==> src/rtl/pulse_stretcher.sv <==
// Stretches a single-cycle tick into a level pulse of len cycles, then keeps a minimum low gap.
// Optional macro PULSE_STRETCHER_RETRIGGER_EN: a tick while HIGH reloads the pulse length.
module pulse_stretcher #(
  parameter int WIDTH = 8
) (
  input  logic             clk,
  input  logic             reset,
  input  logic             tick,
  input  logic [WIDTH-1:0] len,
  input  logic [WIDTH-1:0] gap,
  output logic             level,
  output logic             busy,
  output logic             dropped
);

  typedef enum logic [1:0] {
    S_IDLE = 2'd0,
    S_HIGH = 2'd1,
    S_GAP  = 2'd2
  } state_t;

  state_t           r_state;
  logic [WIDTH-1:0] r_cnt;
  logic             r_dropped;

  state_t           w_state_nxt;
  logic [WIDTH-1:0] w_cnt_nxt;
  logic             w_drop_nxt;
  logic             w_len_nz;
  logic             w_gap_nz;
  logic             w_cnt_zero;

  assign w_len_nz   = (len != '0);
  assign w_gap_nz   = (gap != '0);
  assign w_cnt_zero = (r_cnt == '0);

  always_ff @(posedge clk or negedge reset) begin
    if (!reset) begin
      r_state   <= S_IDLE;
      r_cnt     <= '0;
      r_dropped <= 1'b0;
    end else begin
      r_state   <= w_state_nxt;
      r_cnt     <= w_cnt_nxt;
      r_dropped <= w_drop_nxt;
    end
  end

  always_comb begin
    w_state_nxt = r_state;
    w_cnt_nxt   = r_cnt;
    w_drop_nxt  = 1'b0;
    case (r_state)
      S_IDLE: begin
        if (tick) begin
          if (w_len_nz) begin
            w_state_nxt = S_HIGH;
            w_cnt_nxt   = len - 1'b1;
          end else begin
            w_drop_nxt  = 1'b1;
          end
        end
      end
      S_HIGH: begin
`ifdef PULSE_STRETCHER_RETRIGGER_EN
        if (tick && w_len_nz) begin
          w_cnt_nxt = len - 1'b1;
        end else begin
          w_drop_nxt = tick;
          if (!w_cnt_zero) begin
            w_cnt_nxt = r_cnt - 1'b1;
          end else if (w_gap_nz) begin
            w_state_nxt = S_GAP;
            w_cnt_nxt   = gap - 1'b1;
          end else begin
            w_state_nxt = S_IDLE;
          end
        end
`else
        w_drop_nxt = tick;
        if (!w_cnt_zero) begin
          w_cnt_nxt = r_cnt - 1'b1;
        end else if (w_gap_nz) begin
          w_state_nxt = S_GAP;
          w_cnt_nxt   = gap - 1'b1;
        end else begin
          w_state_nxt = S_IDLE;
        end
`endif
      end
      S_GAP: begin
        w_drop_nxt = tick;
        if (!w_cnt_zero) begin
          w_cnt_nxt = r_cnt - 1'b1;
        end else begin
          w_state_nxt = S_IDLE;
        end
      end
      default: begin
        w_state_nxt = S_IDLE;
        w_cnt_nxt   = '0;
      end
    endcase
  end

  // Outputs decode the state register only, so they never glitch between edges.
  assign level   = (r_state == S_HIGH);
  assign busy    = (r_state != S_IDLE);
  assign dropped = r_dropped;

endmodule
==> config.mk <==
export PLATFORM = sky130hd
export DESIGN_NAME = pulse_stretcher
export DESIGN_NICKNAME = d
export VERILOG_FILES = /design/src/rtl/pulse_stretcher.sv
export SDC_FILE = /design/constraint.sdc
export NUM_CORES = 1
export LEC_CHECK = 0
export CAP_MARGIN = 15
export CORE_UTILIZATION = 57
export CTS_BUF_LIST = sky130_fd_sc_hd__clkbuf_8
export DETAILED_ROUTE_END_ITERATION = 16
export PLACE_DENSITY = 0.87
export SYNTH_ARGS = -nofsm -noshare
export SYNTH_HDL_FRONTEND = slang
export SYNTH_SLANG_ARGS = --single-unit
==> constraint.sdc <==
create_clock -name clk -period 3.5 [get_ports clk]
set_input_delay 1.05 -clock clk [delete_from_list [all_inputs] [get_ports clk]]
set_output_delay 1.05 -clock clk [all_outputs]
set_load 0.02 [all_outputs]
==> reports/qor_table.md <==
| Stage | Item | Value |
|---|---|---|
| outcome | Result of the run | complete, no violations |
| global routing | Antenna violations before repair | 0 |
| run | Count of max-cap constraint violations | 0 |
| placement | Final RePlAce weighted congestion | 0.8937 |
| floorplan | Effective utilization at floorplan | 61.99% |
| synthesis | Distinct cells, synth | 39 |
| setup path | Launch point of the worst path | len[4] |
| timing | Maximum clock frequency | 0.3285 GHz |
| placement | Dpl hpwl | 2165 um |
| timing | Max Clock Skew | 2.449 ps |
| global routing | Vias in the first global route | 955 |
| min path | Hold path startpoint | r_cnt[3] |
| drt | Via total after detailed routing | 1,072 |
| placement | PortBufs | 21 |
| synthesis | Mean cell area of the mapped netlist | 8.100 um2 |
| drt | Remaining antenna violation count | 0 |
| power and ir drop | Total power of the final layout | 0.9506 mW |
| power and ir drop | Cell area power density | 701.5 nW/um2 |
| setup path | Crit path required time | 3610 ps |
| timing | Part of the cycle the worst path needs | 86.98% |
| global routing | Leftover overflow at the end of global routing | 0 |
| setup path | Critical Path End Type | flop |
| clock tree | Bufs on Longest Clock Path | 2 |
| clock tree | Clock sink count | 11 |
| layout | Footprint of the flip-flops and latches | 275.3 um2 |
| drt | Starting DRC count in detailed routing | 47 |
| clock tree | Number of buffers added by the clock tree synthesis step | 3 |
| clock tree | Post-CTS sizing | 0 |
| timing | Final setup viols | 0 |
| clock tree | CTS hold repair buffers | 0 |
| synthesis | Dominant cell type by area after synthesis | sky130_fd_sc_hd__dfrtp_1 |
| floorplan | X dimension of the die | 45.80 um |
| floorplan | Vert. Die Dim | 45.80 um |
| setup path | Setup CP Type | in2reg |
| synthesis | Summed instance area of the synthesized netlist | 1094 um2 |
| timing | Final Slew Violations | 0 |
| drt | DRT Wirelength | 2595 um |
| global routing | Global-route wire length before repair | 4243 um |
| timing | Hold Vio Cnt, Final | 0 |
| drt | WL per Instance | 14.34 um |
| layout | Syn-to-layout area delta | 23.91% |
| synthesis | Flip-flop and latch count after synthesis | 11 |
| min path | Kind of path behind the tightest hold check | reg2reg |
| floorplan | Core region area | 1764 um2 |
| synthesis | Largest cells by area after synthesis | sky130_fd_sc_hd__dfrtp_1 (25%), sky130_fd_sc_hd__ha_1 (11%), sky130_fd_sc_hd__xor2_1 (5.6%) |
| clock tree | Buffers inserted during post-CTS setup optimization | 0 |
| drt | Length of the first detailed-routing pass in iterations | 4 |
| timing | Time the worst path needs with I/O delays and setup | 3044 ps |
| global routing | Maximum number of pins on one net before global-route repair | 12 |
| clock tree | Clock tree from TritonCTS | done |
| layout | Number of nets at the end of the flow | 186 |
| layout | Fraction of layout instances using a drive strength above 1 | 7.051% |
| clock tree | Clock slew at reported path FFs | 50 ps |
| setup path | R2R setup slack | 1400 ps |
| synthesis | Post-Syn Instances | 135 |
| setup path | Setup crit start kind | primary input |
| layout | Number of fillers in the final layout | 144 |
| clock tree | Insertion delay of the later-clocked pin in the worst-skew pair | 230 ps |
| floorplan | Number of placement rows | 15 |
| floorplan | Ports placed on the boundary | 22 |
| timing | Worst-case headroom to the max-slew limit | 59.28% |
| layout | Area of the multi-input gates | 733.2 um2 |
| layout | Antenna cell count | 0 |
| floorplan | Area enclosed by the die boundary | 2098 um2 |
| power and ir drop | Leak Pwr | 0.5722 nW |
| drt | Remaining DRCs | 0 |
| setup path | Worst Path Max Fanout | 10 |
| clock tree | Level count of the clock H-tree | 1 |
| synthesis | Number of warnings printed during yosys synthesis | 0 |
| timing | RSZ-0062 raised after global routing | false |
| global routing | Total Routing Usage GR | 28.62% |
| setup path | Data arrival time of the critical path | 3150 ps |
| synthesis | Share of synthesized area occupied by flip-flops and latches | 25.17% |
| setup path | Crit Reg-Reg Startpoint | r_cnt[0] |
| clock tree | CTS root buffer | sky130_fd_sc_hd__clkbuf_8 |
| drt | Via count normalized by instance count | 5.923 |
| timing | Setup TNS | 0 ps |
| synthesis | Fraction of synthesized cell area taken by the top area cell type | 25.17% |
| power and ir drop | Peak supply drop | 397.8 uV |
| timing | Worst Max-Slew Pin Slew | 606.2 ps |
| synthesis | Number of nets in the synthesized netlist | 164 |
[final cells by class]
cell class | instances | area share (%)
Multi-Input combinational cell | 105 | 54.11
Clock inverter | 1 | 0.2770
Clock buffer | 3 | 3.047
Inverter | 14 | 3.878
Tap cell | 25 | 2.308
Sequential cell | 11 | 20.31
Timing Repair Buffer | 22 | 16.07
[synthesized netlist by cell type]
cell                        count
sky130_fd_sc_hd__dfrtp_1       11
sky130_fd_sc_hd__a221oi_1       1
sky130_fd_sc_hd__a21bo_2        1
sky130_fd_sc_hd__inv_1         14
sky130_fd_sc_hd__o22ai_1        5
sky130_fd_sc_hd__a22o_2         1
sky130_fd_sc_hd__nor3b_1        3
sky130_fd_sc_hd__a31o_2         1
sky130_fd_sc_hd__or4_1          1
sky130_fd_sc_hd__clkbuf_1       1
sky130_fd_sc_hd__buf_6          1
sky130_fd_sc_hd__nor4b_1        1
sky130_fd_sc_hd__buf_4          1
sky130_fd_sc_hd__nor4_1         3
sky130_fd_sc_hd__a22o_1         1
sky130_fd_sc_hd__o221a_2        2
sky130_fd_sc_hd__a41o_1         1
sky130_fd_sc_hd__o221ai_1       1
sky130_fd_sc_hd__nor2b_1        1
sky130_fd_sc_hd__xnor2_1        4
sky130_fd_sc_hd__o31a_1         1
sky130_fd_sc_hd__or2_1          1
sky130_fd_sc_hd__a2bb2oi_1      1
sky130_fd_sc_hd__nand3_1        6
sky130_fd_sc_hd__o41ai_4        1
sky130_fd_sc_hd__o21a_1         1
sky130_fd_sc_hd__ha_1          10
sky130_fd_sc_hd__o21ai_1        1
sky130_fd_sc_hd__or2_2          1
sky130_fd_sc_hd__xor2_1         7
sky130_fd_sc_hd__nor2_1        13
sky130_fd_sc_hd__nand2_1        7
sky130_fd_sc_hd__o21ai_0       10
sky130_fd_sc_hd__nor3_1         6
sky130_fd_sc_hd__a21oi_1        6
sky130_fd_sc_hd__buf_2          2
sky130_fd_sc_hd__a211oi_1       3
sky130_fd_sc_hd__nand3b_1       2
sky130_fd_sc_hd__and2_1         1
[worst paths after layout]
check	end	cells after the start
worst max-delay path	r_cnt[7]	6
worst min-delay path	r_cnt[3]	2
worst max register to register	r_cnt[7]	7
worst min register to register	r_cnt[3]	2
max in group asynchronous	r_cnt[4]	1
min in group asynchronous	r_state[0]	1
[critical path, stage by stage]
cell	delay, ps
sky130_fd_sc_hd__clkdlybuf4s50_1	450
sky130_fd_sc_hd__or4_1	670
sky130_fd_sc_hd__o41ai_4	300
sky130_fd_sc_hd__a22o_2	310
sky130_fd_sc_hd__or2_1	240
sky130_fd_sc_hd__o21ai_0	120
[state kept, by name, indices dropped and copies added (netlist names)]
| signal | cells |
|---|---|
| dropped | 1 |
| r_cnt | 8 |
| r_state | 2 |
[report_power, final]
part,internal [mW],leakage [nW],switching [mW]
registers,0.189,0.139,0.0544
clock network,0.0766,0.0269,0.0438
logic,0.248,0.406,0.339
[placed cells by master (no fill, tap or decap), drive strengths merged]
cell and instances:
o21a 1, inv 15, nor4b 1, a31o 1
a41o 1, dfrtp 11, a2bb2oi 1, and2 1
nand3 6, nor2 13, clkbuf 3, buf 1
nand3b 2, o221a 2, o41ai 1, o21ai 11
ha 10, or4 1, nand2 7, xnor2 4
nor3 6, nor2b 1, clkdlybuf4s50 21, a22o 2
a21bo 1, a211oi 3, o31a 1, o22ai 5
or2 2, nor4 3, xor2 7, nor3b 3
a21oi 6, a221oi 1, o221ai 1
[routing by layer]
layer | GRT usage (%) | wire length (um)
met1 | 38.06 | 1135
met2 | 46.86 | 1264
met3 | 1.190 | 106
met4 | 14.12 | 88
met5 | 0 | 0
[kinds of logic after synthesis]
family / Yosys count / synth area share, %
AOI/OAI and AO/OA: 38 / 25.52
xor gates and xnor gates: 11 / 8.810
adders and majority gates: 10 / 11.44
buffers and inverters: 19 / 7.780
DFF: 11 / 25.17
and+or+nand+nor: 46 / 21.28
[metrics by stage]
step | instances | area [um2] | worst slack (ps) | util (%) | hold WS [ps]
2_1_floorplan | 135 | 1094 | 871.4 | - | 475.1
3_3_place_gp | 177 | 1310 | 297.8 | 74.26 | 521.4
3_5_place_dp | 177 | 1310 | 260.0 | 74.26 | 529.9
4_1_cts | 181 | 1355 | 498.2 | 76.81 | 541.5
5_1_grt | 181 | 1355 | 353.0 | 76.81 | 590.9
6_report | 181 | 1355 | 455.7 | 76.81 | 537.6
No activity file was read; power rests on OpenSTA's default activity.
